==> config.mk <==
export PLATFORM = sky130hd
export DESIGN_NAME = dmux_n_reg
export DESIGN_NICKNAME = d
export VERILOG_FILES = /design/src/rtl/dmux_n_reg.sv
export SDC_FILE = /design/constraint.sdc
export NUM_CORES = 1
export LEC_CHECK = 0
export CAP_MARGIN = 20
export CORE_MARGIN = 4
export CORE_UTILIZATION = 25
export CTS_CLUSTER_DIAMETER = 200
export CTS_CLUSTER_SIZE = 24
export DETAILED_ROUTE_END_ITERATION = 10
export HOLD_SLACK_MARGIN = 0.06
export PLACE_DENSITY = 0.58
export SLEW_MARGIN = 30
export SYNTH_ARGS = -nofsm -noshare
export SYNTH_HDL_FRONTEND = slang
export SYNTH_SLANG_ARGS = --single-unit
==> constraint.sdc <==
create_clock -name clk -period 3.4 [get_ports clk]
set_input_delay 0.85 -clock clk [delete_from_list [all_inputs] [get_ports clk]]
set_output_delay 0.85 -clock clk [all_outputs]
set_load 0.005 [all_outputs]
==> src/rtl/dmux_n_reg.sv <==
// 1-to-N demultiplexer with a one-word registered slot per output channel.
// Words are routed by explicit select or by a round-robin pointer, with a valid/ready handshake on every side.
module dmux_n_reg #(
   parameter int LARGURA  = 8,
   parameter int N_SAIDAS = 4,
   parameter int SEL_W    = 2
) (
   input  logic                          clk,
   input  logic                          rst,
   input  logic [LARGURA-1:0]            entrada,
   input  logic                          in_valid,
   output logic                          in_ready,
   input  logic [SEL_W-1:0]              sel,
   input  logic                          modo,
   output logic [N_SAIDAS*LARGURA-1:0]   saida,
   output logic [N_SAIDAS-1:0]           out_valid,
   input  logic [N_SAIDAS-1:0]           out_ready,
   output logic [SEL_W-1:0]              ptr,
   output logic                          erro
);

   // Last legal pointer value; the pointer wraps here rather than at 2**SEL_W.
   localparam logic [SEL_W-1:0] PTR_LAST = SEL_W'(N_SAIDAS - 1);

   logic [SEL_W-1:0]             target_s;
   logic [N_SAIDAS-1:0]          sel_oh_s;
   logic                         tgt_ok_s;
   logic                         in_ready_s;
   logic                         accept_s;
   logic [N_SAIDAS-1:0]          wr_s;

   logic [N_SAIDAS-1:0]          out_valid_r;
   logic [N_SAIDAS*LARGURA-1:0]  saida_r;
   logic [SEL_W-1:0]             ptr_r;
   logic                         erro_r;

   // Choose the target channel from the routing mode.
   always_comb begin
      target_s = {SEL_W{1'b0}};
      if (modo) begin
         target_s = ptr_r;
      end else begin
         target_s = sel;
      end
   end

   // One-hot decode of the target; an all-zero result marks an out-of-range select.
   always_comb begin
      sel_oh_s = {N_SAIDAS{1'b0}};
      for (int k = 0; k < N_SAIDAS; k++) begin
         if (target_s == SEL_W'(k)) begin
            sel_oh_s[k] = 1'b1;
         end else begin
            sel_oh_s[k] = 1'b0;
         end
      end
   end

   // Input handshake: the target slot is empty or is being drained this cycle.
   always_comb begin
      tgt_ok_s   = |sel_oh_s;
      in_ready_s = 1'b0;
      if (rst) begin
         in_ready_s = 1'b0;
      end else begin
         in_ready_s = |(sel_oh_s & (~out_valid_r | out_ready));
      end
      accept_s = in_valid & in_ready_s;
      if (accept_s) begin
         wr_s = sel_oh_s;
      end else begin
         wr_s = {N_SAIDAS{1'b0}};
      end
   end

   genvar g;
   generate
      for (g = 0; g < N_SAIDAS; g++) begin : g_slot
         // Per-channel slot: a write wins over a drain so a word can be replaced in its drain cycle.
         always_ff @(posedge clk) begin
            if (rst) begin
               out_valid_r[g]                  <= 1'b0;
               saida_r[g*LARGURA +: LARGURA]   <= {LARGURA{1'b0}};
            end else if (wr_s[g]) begin
               out_valid_r[g]                  <= 1'b1;
               saida_r[g*LARGURA +: LARGURA]   <= entrada;
            end else if (out_ready[g]) begin
               out_valid_r[g]                  <= 1'b0;
            end
         end
      end
   endgenerate

   // Round-robin pointer moves only on an accepted word in round-robin mode.
   always_ff @(posedge clk) begin
      if (rst) begin
         ptr_r <= {SEL_W{1'b0}};
      end else if (accept_s && modo) begin
         if (ptr_r == PTR_LAST) begin
            ptr_r <= {SEL_W{1'b0}};
         end else begin
            ptr_r <= ptr_r + {{(SEL_W-1){1'b0}}, 1'b1};
         end
      end
   end

   // Sticky error on an offered word with an out-of-range select.
   always_ff @(posedge clk) begin
      if (rst) begin
         erro_r <= 1'b0;
      end else if (in_valid && !modo && !tgt_ok_s) begin
         erro_r <= 1'b1;
      end
   end

   assign in_ready  = in_ready_s;
   assign out_valid = out_valid_r;
   assign saida     = saida_r;
   assign ptr       = ptr_r;
   assign erro      = erro_r;

endmodule

==> impl_metrics.csv <==
group,metric,value,unit
setup_path,worstSetupPathType,"input port to output port",
grt,grt_max_degree,42,
floorplan,die_height,87.9,um
clock_network,post-cts-setup-buffers,0,
sta,tightestPinTransition,0.428,ns
power_and_ir_drop,p_per_area,413,nW/um^2
clock_network,clockRootBuffer,"clkbuf_8",
finish,final_cells,294,
setup_path,timing.rr.start,"ptr[0]",
synthesis,syn_avg_cell_area,10.7,sq um
setup_path,endpoint,"in_ready",
clock_network,cts_buffer_depth,2,
synthesis,ys_seq_area_frac,0.489,
grt,grt_pass1_vias,1283,
synthesis,synthTopCellsByArea,"dfxtp_1, mux2i_1, nor2_1",
finish,fin_util,0.401,
outcome,status,"completed",
sta,finClkSkew,0.00363,ns
synthesis,synth.most_common_cell,"nor2_1",
power_and_ir_drop,finalPower,1000,uW
setup_path,cp.required,2.55,ns
route,drt-total-wl,3900,um
sta,fmax,0.309,GHz
setup_path,r2r_cells,6,
placement,place_inst,286,
setup_path,end_kind,"output port",
synthesis,ys_warn_count,0,
grt,gr-usage-all-layers,0.104,
route,route.detailed.drc,0,
grt,grt_pass1_wl,6160,um
route,vias_per_cell,4.31,
clock_network,cts_buffers,5,
sta,finalCriticalPeriod,3.24,ns
sta,finalCritPeriodShare,0.952,
synthesis,synthDistinctLibCells,21,
route,wl_per_cell,13.3,um
synthesis,ys.flop_type,"dfxtp_1",
min_path,hp-class,"register to register",
setup_path,cp_max_fo,5,
sta,hold_viol,0,
route,vias,1266,
finish,n_antenna_cell,0,
floorplan,num_rows,28,
setup_path,rrSetupSlack,1.68,ns
placement,gp_congestion,0.699,
finish,drive_gt1_frac,0.142,
sta,finalMaxSlewViolations,0,
floorplan,die_area,7720,sq um
setup_path,startpoint,"sel[1]",
finish,area_growth_syn_to_layout,52.4,%
sta,slew_headroom,0.714,
clock_network,cts_tree,"done",
flow_run,maxCapViolCount,0,
finish,layout.nets,237,
synthesis,synthTopCellsByCount,"nor2_1, dfxtp_1, mux2i_1",
sta,finalSetupViolations,0,
grt,grt-ovfl-total,0,
power_and_ir_drop,ir_worst_vdd,0.173,mV
synthesis,synth_seq_cells,39,
clock_network,clkSlewWorstSetupHoldPaths,0.08,ns
synthesis,yosysTopAreaCellShare,0.489,
synthesis,synthCells,149,
route,drt_iter0_drc,32,
floorplan,num_io_pins,58,
sta,fin_hold_ws,0.473,ns
finish,nFillCells,607,
placement,port_buffers,57,
floorplan,initial_core_util,0.263,
route,firstDrtPassIters,2,
route,ant_nets,0,
placement,dp_hpwl,2750,um
clock_network,cts.htree.levels,2,
synthesis,synth_fp_nets,168,
floorplan,core_area,6060,sq um
synthesis,synth_edf_count,0,
sta,rsz0062_at_grt,"false",
power_and_ir_drop,p_leak,0.000979,uW
clock_network,cts_sinks,39,
grt,antenna_found_initial,0,
setup_path,start_kind,"input port",
setup_path,worstReg2RegEnd,"ptr[0]",
synthesis,netlist_area,1600,sq um
floorplan,fp.dieW,87.9,um
synthesis,synth_top_area_cell,"dfxtp_1",
clock_network,clk_latency,0.29,ns
synthesis,async_flop_share,0,
setup_path,cp.arrival,2.39,ns
-- layout make-up --
| cell class | count | area [sq um] | area share |
|---|---|---|---|
| flip-flops and latches | 39 | 781 | 0.321 |
| multi-input cells | 101 | 764 | 0.314 |
| repair buffers | 71 | 674 | 0.277 |
| well taps | 75 | 93.8 | 0.0386 |
| clock buffers | 6 | 82.6 | 0.0340 |
| clock inverters | 2 | 35.0 | 0.0144 |
-- metal layers --
layer	vias up	track usage	routed length (um)
met1	581	0.136	1860
met4	0	0.0335	37
met2	34	0.159	1730
met3	5	0.0357	274
met5	-	0	0
li1	646	-	-
-- worst min path at each step --
| stage | from | end | slack, ns | cells past startpoint |
|---|---|---|---|---|
| floorplan | erro | erro | 0.46 | 1 |
| global placement | erro | erro | 0.46 | 1 |
| detailed placement | erro | erro | 0.46 | 1 |
| CTS | erro | erro | 0.48 | 1 |
| global route | erro | erro | 0.50 | 1 |
| finish | erro | erro | 0.47 | 1 |
-- worst max-delay path: stages --
cell	delay (ns)
clkdlybuf4s50_1	0.50
mux2i_4	0.09
nor2_1	0.12
a21oi_1	0.05
a211oi_1	0.24
clkdlybuf4s50_1	0.54
-- cell families (layout without fill, tap and decap cells) --
logic type,Yosys count,in the layout,share of synthesized area
DFF,39,39,0.489
adders and majority gates,1,1,0.00784
AOI/OAI and AO/OA,8,8,0.0361
muxes,38,38,0.264
buffers and inverters,9,79,0.0369
and+or+nand+nor,54,54,0.165
-- report_power, final --
group	internal, uW	total (uW)	switching, uW
clock	238	402	165
combinational	74.1	125	50.9
sequential	468	477	8.18
total	780	1000	224
-- flip-flops by register name (all words and copies together) (netlist names) --
name,flops
out_valid,4
saida,32
erro,1
ptr,2
-- timing repair --
item | 4_1_cts | 5_1_grt
resized for setup | 1 | 0
hold endpoints to repair | 0 | 0
setup endpoints to repair | 1 | 0
hold buffers | 0 | 0
-- through the flow --
step                      worst slack [ns]  TNS (ns)  area (sq um)
after floorplan                      0.871         0          1600
after global placement             -0.0745   -0.0745          2310
after detailed placement           -0.0740   -0.0740          2310
after CTS                            0.140         0          2430
after global routing                0.0471         0          2430
final                                0.163         0          2430
-- cell usage in the layout (no fill, tap or decap) --
cell type,n
mux2i_1,32
bufinv_16,1
nor2b_1,5
dlygate4sd2_1,1
a21oi_1,4
o31ai_1,1
mux2_4,3
a2bb2oi_2,1
a211oi_1,2
ha_1,1
clkbuf_8,6
mux2i_4,2
nor4b_4,2
nand3_1,1
clkinv_2,1
mux2_2,1
nand4_1,3
nor2_1,40
clkdlybuf4s50_1,56
dfxtp_1,39
buf_4,14
nand3b_1,1
nand2b_1,2
(Power assumes the default switching activity.)
